`src/rtl/custom_axi_ip_regs.sv`:
```
// AXI4-Lite register block fronting a job-based IP core: operand/result
// registers, a START/BUSY/DONE/TIMEOUT job tracker and the core handshake.
module custom_axi_ip_regs #(
    parameter int unsigned ADDR_WIDTH     = 5,
    parameter int unsigned TIMEOUT_CYCLES = 255
) (
    input  logic                  clk_i,
    input  logic                  rst_ni,
    input  logic [ADDR_WIDTH-1:0] s_axi_awaddr,
    input  logic                  s_axi_awvalid,
    output logic                  s_axi_awready,
    input  logic [31:0]           s_axi_wdata,
    input  logic [3:0]            s_axi_wstrb,
    input  logic                  s_axi_wvalid,
    output logic                  s_axi_wready,
    output logic [1:0]            s_axi_bresp,
    output logic                  s_axi_bvalid,
    input  logic                  s_axi_bready,
    input  logic [ADDR_WIDTH-1:0] s_axi_araddr,
    input  logic                  s_axi_arvalid,
    output logic                  s_axi_arready,
    output logic [31:0]           s_axi_rdata,
    output logic [1:0]            s_axi_rresp,
    output logic                  s_axi_rvalid,
    input  logic                  s_axi_rready,
    output logic [63:0]           hw_data_o,
    output logic                  hw_enable_o,
    input  logic [63:0]           hw_data_i,
    input  logic                  hw_wen_i,
    input  logic [1:0]            hw_status_i
);

    localparam int unsigned IW = ADDR_WIDTH - 2;

    localparam logic [0:0] W_IDLE = 1'b0;
    localparam logic [0:0] W_RESP = 1'b1;
    localparam logic [0:0] R_IDLE = 1'b0;
    localparam logic [0:0] R_DATA = 1'b1;

    localparam logic [1:0] RESP_OKAY   = 2'b00;
    localparam logic [1:0] RESP_SLVERR = 2'b10;
    localparam logic [1:0] ST_BUSY     = 2'd1;

    localparam logic [IW-1:0] IDX_CTRL    = IW'(0);
    localparam logic [IW-1:0] IDX_STATUS  = IW'(1);
    localparam logic [IW-1:0] IDX_DATA_LO = IW'(2);
    localparam logic [IW-1:0] IDX_DATA_HI = IW'(3);
    localparam logic [IW-1:0] IDX_RES_LO  = IW'(4);
    localparam logic [IW-1:0] IDX_RES_HI  = IW'(5);

    localparam logic [15:0] TMO = 16'(TIMEOUT_CYCLES);

    logic [0:0]  w_state_q, r_state_q;
    logic [1:0]  bresp_q, rresp_q;
    logic [31:0] rdata_q;
    logic [31:0] data_lo_q, data_lo_d, data_hi_q, data_hi_d;
    logic [31:0] res_lo_q, res_lo_d, res_hi_q, res_hi_d;
    logic [1:0]  status_q;
    logic        done_q, done_d, busy_q, busy_d, timeout_q, timeout_d;
    logic        hw_en_q, hw_en_d;
    logic [15:0] cnt_q, cnt_d;

    logic        wr_fire, wr_aligned, rd_aligned, start_req;
    logic [1:0]  wr_resp, rd_resp;
    logic [31:0] rd_val, status_word;
    logic [IW-1:0] aw_idx, ar_idx;

    assign aw_idx      = s_axi_awaddr[ADDR_WIDTH-1:2];
    assign ar_idx      = s_axi_araddr[ADDR_WIDTH-1:2];
    assign wr_aligned  = (s_axi_awaddr[1:0] == 2'b00);
    assign rd_aligned  = (s_axi_araddr[1:0] == 2'b00);
    assign status_word = {27'd0, timeout_q, busy_q, done_q, status_q};

    assign wr_fire       = (w_state_q == W_IDLE) && s_axi_awvalid && s_axi_wvalid;
    assign s_axi_awready = wr_fire;
    assign s_axi_wready  = wr_fire;
    assign s_axi_bvalid  = (w_state_q == W_RESP);
    assign s_axi_bresp   = bresp_q;
    assign s_axi_arready = (r_state_q == R_IDLE);
    assign s_axi_rvalid  = (r_state_q == R_DATA);
    assign s_axi_rdata   = rdata_q;
    assign s_axi_rresp   = rresp_q;
    assign hw_data_o     = {data_hi_q, data_lo_q};
    assign hw_enable_o   = hw_en_q;

    // Write decode: byte-strobed operand updates, START request, response code
    always_comb begin
        wr_resp   = RESP_SLVERR;
        data_lo_d = data_lo_q;
        data_hi_d = data_hi_q;
        start_req = 1'b0;
        if (wr_fire && wr_aligned) begin
            if (aw_idx == IDX_CTRL) begin
                wr_resp = RESP_OKAY;
                if (s_axi_wstrb[0] && s_axi_wdata[0]) begin
                    // A write-back landing this cycle wins over a new launch
                    if (busy_q || hw_wen_i) wr_resp = RESP_SLVERR;
                    else                    start_req = 1'b1;
                end
            end else if (aw_idx == IDX_DATA_LO) begin
                wr_resp = RESP_OKAY;
                for (int unsigned b = 0; b < 4; b++)
                    if (s_axi_wstrb[b]) data_lo_d[8*b +: 8] = s_axi_wdata[8*b +: 8];
            end else if (aw_idx == IDX_DATA_HI) begin
                wr_resp = RESP_OKAY;
                for (int unsigned b = 0; b < 4; b++)
                    if (s_axi_wstrb[b]) data_hi_d[8*b +: 8] = s_axi_wdata[8*b +: 8];
            end
        end
    end

    // Job tracker: launch, core handshake, write-back capture and timeout
    always_comb begin
        busy_d    = busy_q;
        done_d    = done_q;
        timeout_d = timeout_q;
        hw_en_d   = hw_en_q;
        cnt_d     = cnt_q;
        res_lo_d  = res_lo_q;
        res_hi_d  = res_hi_q;
        if (busy_q) begin
            cnt_d = cnt_q + 16'd1;
            if (cnt_d == TMO) begin
                busy_d    = 1'b0;
                timeout_d = 1'b1;
                hw_en_d   = 1'b0;
            end
        end
        if (hw_en_q && status_q == ST_BUSY) hw_en_d = 1'b0;
        if (start_req) begin
            busy_d    = 1'b1;
            done_d    = 1'b0;
            timeout_d = 1'b0;
            cnt_d     = '0;
            hw_en_d   = 1'b1;
        end
        if (hw_wen_i) begin
            res_lo_d = hw_data_i[31:0];
            res_hi_d = hw_data_i[63:32];
            done_d   = 1'b1;
            busy_d   = 1'b0;
            hw_en_d  = 1'b0;
            cnt_d    = cnt_q;
        end
    end

    // Read decode: current (pre-edge) register contents for the addressed word
    always_comb begin
        rd_val  = '0;
        rd_resp = RESP_SLVERR;
        if (rd_aligned) begin
            rd_resp = RESP_OKAY;
            if      (ar_idx == IDX_CTRL)    rd_val = '0;
            else if (ar_idx == IDX_STATUS)  rd_val = status_word;
            else if (ar_idx == IDX_DATA_LO) rd_val = data_lo_q;
            else if (ar_idx == IDX_DATA_HI) rd_val = data_hi_q;
            else if (ar_idx == IDX_RES_LO)  rd_val = res_lo_q;
            else if (ar_idx == IDX_RES_HI)  rd_val = res_hi_q;
            else                            rd_resp = RESP_SLVERR;
        end
    end

    // Write channel FSM: accept AW+W together, hold B until taken
    always_ff @(posedge clk_i or negedge rst_ni) begin
        if (!rst_ni) begin
            w_state_q <= W_IDLE;
            bresp_q   <= '0;
        end else if (w_state_q == W_IDLE) begin
            if (wr_fire) begin
                bresp_q   <= wr_resp;
                w_state_q <= W_RESP;
            end
        end else if (s_axi_bready) begin
            w_state_q <= W_IDLE;
        end
    end

    // Read channel FSM: capture data on address accept, hold R until taken
    always_ff @(posedge clk_i or negedge rst_ni) begin
        if (!rst_ni) begin
            r_state_q <= R_IDLE;
            rdata_q   <= '0;
            rresp_q   <= '0;
        end else if (r_state_q == R_IDLE) begin
            if (s_axi_arvalid) begin
                rdata_q   <= rd_val;
                rresp_q   <= rd_resp;
                r_state_q <= R_DATA;
            end
        end else if (s_axi_rready) begin
            r_state_q <= R_IDLE;
        end
    end

    // Register file and job state
    always_ff @(posedge clk_i or negedge rst_ni) begin
        if (!rst_ni) begin
            data_lo_q <= '0;
            data_hi_q <= '0;
            res_lo_q  <= '0;
            res_hi_q  <= '0;
            status_q  <= '0;
            done_q    <= 1'b0;
            busy_q    <= 1'b0;
            timeout_q <= 1'b0;
            hw_en_q   <= 1'b0;
            cnt_q     <= '0;
        end else begin
            data_lo_q <= data_lo_d;
            data_hi_q <= data_hi_d;
            res_lo_q  <= res_lo_d;
            res_hi_q  <= res_hi_d;
            status_q  <= hw_status_i;
            done_q    <= done_d;
            busy_q    <= busy_d;
            timeout_q <= timeout_d;
            hw_en_q   <= hw_en_d;
            cnt_q     <= cnt_d;
        end
    end

endmodule

```
`config.mk`:
```
export PLATFORM = sky130hd
export DESIGN_NAME = custom_axi_ip_regs
export DESIGN_NICKNAME = d
export VERILOG_FILES = /design/src/rtl/custom_axi_ip_regs.sv
export SDC_FILE = /design/constraint.sdc
export NUM_CORES = 1
export LEC_CHECK = 0
export ABC_AREA = 1
export CAP_MARGIN = 10
export CORE_UTILIZATION = 52
export CTS_CLUSTER_DIAMETER = 100
export DETAILED_ROUTE_END_ITERATION = 10
export PLACE_DENSITY = 0.85
export SETUP_SLACK_MARGIN = 0.3
export SLEW_MARGIN = 40
export SYNTH_ARGS = -nofsm -noshare
export SYNTH_HDL_FRONTEND = slang
export SYNTH_SLANG_ARGS = --single-unit
```
`constraint.sdc`:
```
create_clock -name clk_i -period 5.39 [get_ports clk_i]
set_clock_uncertainty 0.15 [all_clocks]
set_input_delay 1.078 -clock clk_i [delete_from_list [all_inputs] [get_ports clk_i]]
set_output_delay 1.078 -clock clk_i [all_outputs]
set_load 0.02 [all_outputs]
```
==> summary.md, run 1 <==
| Metric | Value |
|---|---|
| RD Place Congestion | 0.874 |
| ANT nets after route | 0 |
| Ant. Diodes | 0 |
| Antenna violations before repair | 0 |
| TritonCTS clock tree | done |
| Post-synth ARST share | 1.00 |
| Crit end category | primary output |
| CP required | 4.16 ns |
| Post-Syn Instances | 955 |
| Commonest non-fill, non-tap cell in the layout | nand2_1 |
| Num CTS Buffers | 17 |
| Met3 Use GR | 0.0814 |
| Max clock buf depth | 2 |
| Row count | 45 |
| Die Span Y | 128 um |
| DRC | 0 |
| Final min period | 3.62 ns |
| Setup ws final | 1.77 ns |
| Iter 0 DRT Violations | 738 |
| DR WL/cell | 17.9 um |
| Synth warn | 0 |
| Chip width | 128 um |
| Vias in the first global route | 7,661 |
| Post-synth cell types | 31 |
| Share of cells above drive strength 1 | 0.0648 |
| Least-Margin Pin Slew | 0.918 ns |
| Sw Ratio | 0.270 |
| Startpoint class of the critical path | input port |
| Final Net Count | 1,283 |
| Dominant synthesized flop cell | dfrtp_1 |
| Final period util | 0.672 |
| Crit Path Max Fanout | 4 |
| Met1 global-route usage | 0.419 |
| Post-Syn Area per Cell | 8.68 um2 |
| Pleak | 5.26 nW |
| Worst hold-check path type | reg -> reg |
| Combinational power share | 0.160 |
| CTS clock-pin slew for the worst setup and hold paths | 0.06 ns |
| Area grow syn2layout | 36.6% |
| Max-Cap Viols | 0 |
| Status | finished, final reports clean |
| Vias | 7,694 |
| Hold Slack | 0.341 ns |
| Worst Setup Path Type | in -> out |
| CTS HTree Levels | 4 |
| P_int | 0.00254 W |
| Post-CTS Setup Repair Bufs | 0 |
| CTS Hold Bufs | 0 |
| Slew Limit Fails | 0 |
| Most frequent cells in the layout | nand2_1 (257), clkdlybuf4s50_1 (221), dfrtp_1 (186) |
| HPWL Detailed | 16,800 um |
| Final setup vio count | 0 |
| Clock power frac | 0.386 |
| Core box area | 15,400 um2 |
| Met2 Use GR | 0.490 |
| Gr ovfl total | 0 |
| Top-level I/O count | 226 |
| Switch Pwr | 0.000940 W |
| EDFF count, synth | 0 |
| Setup WS pre-CTS | 1.78 ns |
| Pwr Total | 0.00348 W |
| Root Buffer | clkbuf_16 |
| Achievable Freq | 0.276 GHz |
| Vias per inst | 5.56 |
| Die Area | 16,400 um2 |
| Starting density of the core | 0.539 |
| Largest net degree at the start of global routing | 125 |
| Peak VDD IR | 227 uV |
| RSZ-0062 raised after global routing | false |
| Yosys reg bits | 186 |
| All-layer global routing usage | 0.315 |
| Final TNS setup | 0 ns |
| # fillers | 1,078 |
| DR pass1 iterations | 5 |
| Share of power burned in registers | 0.454 |
| Slew Limit Headroom | 0.386 |
| Number of port buffers | 223 |
| Clock sink count | 186 |
| GRT Max-Usage Layer | met2 |
| First-pass GRT wire length | 39,400 um |
| Sequential fraction of the synthesis area | 0.562 |
| Final Hold Fails | 0 |
| DRT Wirelength | 24,800 um |
| # resized after CTS | 0 |
| Critical Path AT | 2.40 ns |
| Clk_lat worst skew | 0.43 ns |
| Pwr dens | 307 nW/um2 |
| Mapped Area | 8290 um2 |
[through the flow]
step	area [um2]	utilization	std cells
floorplan	8290	-	956
global placement	10600	0.693	1352
detailed placement	10700	0.695	1353
CTS	11300	0.736	1384
global route	11300	0.736	1384
finish	11300	0.736	1384
[power groups by stage]
| stage | clock network, W | logic [W] | registers [W] |
|---|---|---|---|
| after floorplan | 0 | 0.000210 | 0.00164 |
| after global routing | 0.00141 | 0.000610 | 0.00159 |
| after CTS | 0.00135 | 0.000557 | 0.00158 |
| after detailed placement | 0 | 0.000550 | 0.00160 |
| final | 0.00134 | 0.000557 | 0.00158 |
| after global placement | 0 | 0.000535 | 0.00160 |
[layer usage]
layer,vias to the layer above,wire [um]
met4,0,858
met5,-,0
met1,3719,10600
met2,372,11500
li1,3537,-
met3,66,1830
[worst paths after layout]
kind,start,endpoint,slack [ns],depth (start not counted)
setup / recovery,s_axi_awvalid,s_axi_wready,1.77,4
hold / removal,s_axi_rdata[4],s_axi_rdata[4],0.34,2
setup reg to reg,s_axi_rvalid,s_axi_rdata[17],3.01,7
hold reg to reg,s_axi_rdata[4],s_axi_rdata[4],0.34,2
max in group asynchronous,rst_ni,data_lo_q[19],3.65,2
min in group asynchronous,rst_ni,res_lo_q[20],0.49,1
[synth_stat cells, drive strengths merged (2+ instances only)]
| library cell | n | area (um2) |
|---|---|---|
| a21oi | 43 | 215 |
| nand4 | 7 | 43.8 |
| nor2 | 33 | 169 |
| dfrtp | 186 | 4650 |
| clkbuf | 28 | 105 |
| o22ai | 13 | 81.3 |
| o211ai | 26 | 195 |
| ha | 2 | 25.0 |
| nand2 | 264 | 1010 |
| buf | 17 | 97.6 |
| nand3 | 20 | 145 |
| o221ai | 27 | 236 |
| nor3 | 4 | 30.0 |
| inv | 131 | 492 |
| o21ai | 147 | 736 |
[final cells by class]
type                            count  area (um2)  area share
Inverter                          132         495      0.0438
Sequential cell                   186        4650       0.411
Clock inverter                     13         191      0.0169
Timing Repair Buffer              231        2320       0.205
Tap cell                          211         264      0.0233
Clock buffer                       18         439      0.0388
Multi-Input combinational cell    593        2950       0.260
[sequential cells by signal (all words and copies together) (netlist names)]
name,count
res_hi_q,32
hw_enable_o,1
data_hi_q,32
done_q,1
s_axi_bvalid,1
data_lo_q,32
s_axi_rdata,32
s_axi_bresp,1
busy_q,1
s_axi_rresp,1
timeout_q,1
cnt_q,16
s_axi_rvalid,1
res_lo_q,32
status_q,2
[worst max-delay path, cell delays in order]
cell and delay (ns):
clkdlybuf4s50_1 0.46, nand2_1 0.07, nor2_2 0.16, clkdlybuf4s50_1 0.63
[kinds of logic (layout without fill, tap and decap cells)]
group                      Yosys count  count (layout)  share of synthesized area
AOI/OAI and AO/OA                  259             259                      0.180
DFF                                186             186                      0.562
other                                1               2                   0.000453
muxes                                1               1                    0.00121
and+or+nand+nor                    328             328                      0.168
buffers and inverters              177             394                     0.0843
xor gates and xnor gates             1               1                    0.00106
adders and majority gates            2               2                    0.00302
Power figures use the tool's default switching activity.
==> run 2: changes to the inputs <==
Settings changed: CORE_UTILIZATION 52 to 49, PLACE_DENSITY 0.85 to 0.81.
Clock period 5.39 ns to 3.5 ns, I/O delays scaled along.
==> summary.md, run 2 (synthesis gave the netlist of run 1 again) <==
| Metric | Value |
|---|---|
| RSZ-0062 raised after global routing | false |
| Worst r2r src | s_axi_bvalid |
| # fillers | 1,253 (+16%) |
| HPWL Detailed | 16,600 um (-0.95%) |
| Achievable Freq | 0.350 GHz |
| Slowest cell on the critical path | clkdlybuf4s50_1 |
| Worst Setup Path Type | in -> out |
| Commonest non-fill, non-tap cell in the layout | nand2_1 |
| DR WL/cell | 17.2 um (-4.1%) |
| Post-CTS Setup Repair Bufs | 0 (unchanged) |
| Starting density of the core | 0.501 (-0.0376) |
| Startpoint class of the critical path | input port |
| Crit end category | primary output |
| Most frequent cells in the layout | nand2_1 (258), clkdlybuf4s50_1 (221), dfrtp_1 (186) |
| Final Hold Fails | 0 (unchanged) |
| First-pass GRT wire length | 38,700 um (-1.8%) |
| Vias | 7,519 (-2.3%) |
| Final setup vio count | 0 (unchanged) |
| Max-Cap Viols | 0 (unchanged) |
| ANT nets after route | 0 (unchanged) |
| Pleak | 5.28 nW (+0.40%) |
| Pwr Total | 0.00527 W (+52%) |
| Number of port buffers | 223 (unchanged) |
| TritonCTS clock tree | done |
| RD Place Congestion | 0.879 (+0.61%) |
| CTS Hold Bufs | 0 (unchanged) |
| Num CTS Buffers | 17 (unchanged) |
| CP required | 2.65 ns (-1.51 ns) |
| Share of cells above drive strength 1 | 0.0686 (+0.00385) |
| Gr ovfl total | 0 (unchanged) |
| DRC | 0 (unchanged) |
| Max clock buf depth | 2 (unchanged) |
| DRT Wirelength | 24,000 um (-3.0%) |
| Final min period | 2.86 ns |
| Row count | 47 (+4.4%) |
| Least-Margin Pin Slew | 0.721 ns (-0.197 ns) |
| Die Span Y | 132 um (+3.0%) |
| Root Buffer | clkbuf_16 |
| DR pass1 iterations | 5 (unchanged) |
| R2R depth | 8 (+1) |
| Worst hold-check path type | in -> async |
| Crit Path Max Fanout | 4 (unchanged) |
| Largest net degree at the start of global routing | 88 (-30%) |
| Final TNS setup | 0 ns (unchanged) |
| Slew Limit Fails | 0 (unchanged) |
| Clock sink count | 186 (unchanged) |
| Iter 0 DRT Violations | 763 (+3.4%) |
| Pwr dens | 465 nW/um2 (+51%) |
| Clk_lat worst skew | 0.44 ns (about the same) |
| Vias per inst | 5.37 (-3.4%) |
| Peak VDD IR | 396 uV (+74%) |
| Top delay family on crit path | buffers and inverters |
| Slew Limit Headroom | 0.519 (+0.133) |
| Area grow syn2layout | 36.9% |
| All-layer global routing usage | 0.287 (-0.0278) |
| Antenna violations before repair | 0 (unchanged) |
| Final Core Density | 0.686 (-0.0499) |
| CTS clock-pin slew for the worst setup and hold paths | 0.07 ns (about the same) |
| Worst path most repeated cell | clkdlybuf4s50_1 |
| Critical Path AT | 2.01 ns (-0.39 ns) |
| WP buf/inv | 2 (unchanged) |
| Vias in the first global route | 7,323 (-4.4%) |
| Status | finished, final reports clean |
| Max stage delay on crit path | 0.63 ns (about the same) |
| Final period util | 0.816 |
| CTS HTree Levels | 4 (unchanged) |
| Final Net Count | 1,289 (+0.47%) |
| Ant. Diodes | 0 (unchanged) |
| Cell Chain, Critical Path | clkdlybuf4s50_1 > nand2_1 > nor2_2 > clkdlybuf4s50_1 |
| WP depth | 4 (unchanged) |
| Core box area | 16,500 um2 (+7.5%) |
| Chip width | 132 um (+3.0%) |
| Die Area | 17,400 um2 (+6.0%) |
| Worst Setup SP | s_axi_awvalid |
| # resized after CTS | 0 (unchanged) |
| Top-level I/O count | 226 (unchanged) |
==> run 2: changes by cell type in the layout (fill, tap and decap cells not counted), sizes merged <==
| cell | previous run | this run |
|---|---|---|
| buf | 9 | 15 |
| bufinv | 4 | 3 |
| clkbuf | 19 | 20 |
| clkinv | 5 | 4 |
| inv | 133 | 135 |
==> run 2: final timing paths <==
| check | end | slack (ns) |
|---|---|---|
| worst min register to register | done_q | 0.32 |
| min in group clk_i | done_q | 0.32 |
| worst max register to register | cnt_q[1] | 1.46 |
| max in group asynchronous | data_lo_q[10] | 2.19 |
| worst max-delay path | s_axi_awready | 0.64 |
| worst min-delay path | res_lo_q[21] | 0.16 |
==> run 2: where the power goes <==
part           switching, W  total [W]  leakage [nW]  internal [W]
combinational      0.000481   0.000857          2.58      0.000376
clock              0.000836    0.00199         0.292       0.00115
sequential         0.000113    0.00243          2.40       0.00231
total               0.00143    0.00527          5.28       0.00384
==> run 2: area by class of cell <==
type,count,area [um2],area share
Multi-Input combinational cell,593,2950,0.260
Inverter,132,495,0.0437
Timing Repair Buffer,237,2360,0.208
Tap cell,220,275,0.0243
Sequential cell,186,4650,0.410
Clock buffer,19,443,0.0391
Clock inverter,13,165,0.0146
==> run 2: through the flow <==
step | area [um2] | setup slack (ns) | cells | hold slack, ns
global placement | 10700 | 0.647 | 1368 | 0.307
global route | 11300 | 0.549 | 1400 | 0.204
CTS | 11300 | 0.642 | 1400 | 0.191
finish | 11300 | 0.643 | 1400 | 0.158
floorplan | 8290 | 1.40 | 956 | 0.254
detailed placement | 10700 | 0.568 | 1368 | 0.305
==> run 2: worst reg2reg max path: cells and delay by family (launching register included) <==
| kind | cells | cell delay, ns |
|---|---|---|
| compound gates | 1 | 0.08 |
| buf+inv | 2 | 0.34 |
| flops | 1 | 0.41 |
| simple gates | 5 | 0.93 |
==> run 2: routing by layer <==
| layer | wire [um] | part of all wire | global-route usage |
|---|---|---|---|
| met5 | 0 | 0 | 0 |
| met4 | 528 | 0.022 | 0.0982 |
| met3 | 1890 | 0.079 | 0.0665 |
| met2 | 11200 | 0.46 | 0.454 |
| met1 | 10500 | 0.44 | 0.392 |
==> run 3: changes to the inputs <==
Clock period 3.5 ns to 2.91 ns, I/O delays scaled along.
==> summary.md, run 3 (synthesis gave the netlist of run 1 again) <==
| Metric | Value |
|---|---|
| ANT nets after route | 0 (unchanged) |
| Core box area | 16,500 um2 (unchanged) |
| Clock sink count | 186 (unchanged) |
| All-layer global routing usage | 0.290 (+0.00312) |
| Worst r2r src | s_axi_rvalid |
| Setup ws final | 0.572 ns (-0.0707 ns) |
| Setup WS pre-CTS | 0.172 ns (-0.395 ns) |
| DRT Wirelength | 24,500 um (+1.8%) |
| R2R depth | 7 (-1) |
| Pwr dens | 557 nW/um2 (+20%) |
| Worst Setup SP | s_axi_awvalid |
| Final period util | 0.803 |
| Worst reg2reg endpoint | s_axi_rdata[19] |
| Final TNS setup | 0 ns (unchanged) |
| Final Net Count | 1,295 (+0.47%) |
| Hold path cells | 2 |
| DRC | 0 (unchanged) |
| Gr ovfl total | 0 (unchanged) |
| Slew Limit Fails | 0 (unchanged) |
| Worst hold-check path type | reg -> reg |
| Critical Path AT | 1.61 ns (-0.40 ns) |
| Crit Path Max Fanout | 4 (unchanged) |
| Iter 0 DRT Violations | 687 (-10%) |
| RD Place Congestion | 0.885 (+0.63%) |
| Num CTS Buffers | 17 (unchanged) |
| Max clock buf depth | 2 (unchanged) |
| Final min period | 2.34 ns |
| Post-CTS Setup Repair Bufs | 0 (unchanged) |
| CP Capture Point | s_axi_wready |
| Commonest non-fill, non-tap cell in the layout | nand2_1 |
| Root Buffer | clkbuf_16 |
| Pleak | 5.35 nW (+1.3%) |
| Crit end category | primary output |
| Row count | 47 (unchanged) |
| Achievable Freq | 0.428 GHz |
| Die Area | 17,400 um2 (unchanged) |
| CTS HTree Levels | 4 (unchanged) |
| Startpoint class of the critical path | input port |
| Share of cells above drive strength 1 | 0.0717 (+0.00303) |
| First-pass GRT wire length | 39,300 um (+1.5%) |
| Die Span Y | 132 um (unchanged) |
| FF-to-FF setup slack | 0.74 ns (-0.72 ns) |
| Chip width | 132 um (unchanged) |
| Vias | 7,665 (+1.9%) |
| Largest net degree at the start of global routing | 72 (-18%) |
| Max stage delay on crit path | 0.45 ns (-0.18 ns) |
| Cell Chain, Critical Path | clkdlybuf4s50_1 > nand2_1 > nor2_2 > dlygate4sd2_1 |
| Slew Limit Headroom | 0.415 (-0.105) |
| TritonCTS clock tree | done |
| CP required | 2.18 ns (-0.47 ns) |
| Area grow syn2layout | 38.2% |
| Worst Setup Path Type | in -> out |
| Status | finished, final reports clean |
| Top-level I/O count | 226 (unchanged) |
| Final Hold Fails | 0 (unchanged) |
| Vias in the first global route | 7,492 (+2.3%) |
| Number of port buffers | 223 (unchanged) |
| Least-Margin Pin Slew | 0.876 ns (+0.155 ns) |
| Clk_lat worst skew | 0.43 ns (about the same) |
| DR WL/cell | 17.4 um (+1.1%) |
| Slowest cell on the critical path | clkdlybuf4s50_1 |
| Peak VDD IR | 428 uV (+8.0%) |
| Vias per inst | 5.44 (+1.3%) |
| Max-Cap Viols | 0 (unchanged) |
| Most frequent cells in the layout | nand2_1 (258), clkdlybuf4s50_1 (219), dfrtp_1 (186) |
| Final setup vio count | 0 (unchanged) |
| DR pass1 iterations | 5 (unchanged) |
| HPWL Detailed | 16,700 um (+0.31%) |
| Min-delay src | s_axi_rdata[24] |
| Antenna violations before repair | 2 (+2) |
| RSZ-0062 raised after global routing | false |
| Starting density of the core | 0.501 (unchanged) |
| CTS clock-pin slew for the worst setup and hold paths | 0.07 ns (about the same) |
[run 3: worst max-delay path, delay by kind of cell]
kind,cells,cell delay [ns]
AND/OR/NAND/NOR,2,0.21
buffers and inverters,2,0.80
[run 3: cell type report]
class,instances,area (um2)
diodes,3,7.51
clock buffers,22,474
clock inverters,10,140
fillers,1286,5070
inverters,132,495
multi-input cells,593,2950
flip-flops and latches,186,4650
well taps,220,275
repair buffers,243,2460
[run 3: metal layers]
metal  global-route usage  share of wire  vias to the layer above
li1                     -              -                     3578
met4                0.127          0.030                        0
met5                    0              0                        -
met2                0.453           0.47                      352
met1                0.404           0.43                     3678
met3               0.0461          0.067                       57
[run 3: per-stage QoR]
step | power, W | area, um2 | hold WS (ns) | std cells | util
2_1_floorplan | 0.00342 | 8290 | 0.136 | 956 | -
3_3_place_gp | 0.00397 | 10800 | 0.316 | 1373 | 0.655
3_5_place_dp | 0.00400 | 10800 | 0.317 | 1373 | 0.655
4_1_cts | 0.00638 | 11400 | 0.335 | 1406 | 0.693
5_1_grt | 0.00661 | 11500 | 0.357 | 1408 | 0.693
6_report | 0.00638 | 11500 | 0.334 | 1409 | 0.693
[run 3: how the worst min path moves through the flow]
| stage | endpoint |
|---|---|
| floorplan | busy_q |
| global placement | s_axi_rdata[19] |
| detailed placement | s_axi_rdata[24] |
| CTS | s_axi_rdata[24] |
| global route | s_axi_rdata[16] |
| finish | s_axi_rdata[24] |
[run 3: timing repair]
item	in CTS	in global routing
resized for setup	1	1
endpoints found under the hold margin	39	0
endpoints found under the setup margin	2	1
hold buffers	1	0
[run 3: power by group]
group	total, W	switching (W)	leakage (nW)	internal, W
registers	0.00292	0.000137	2.40	0.00278
clock network	0.00241	0.000990	0.293	0.00142
logic	0.00104	0.000580	2.65	0.000462
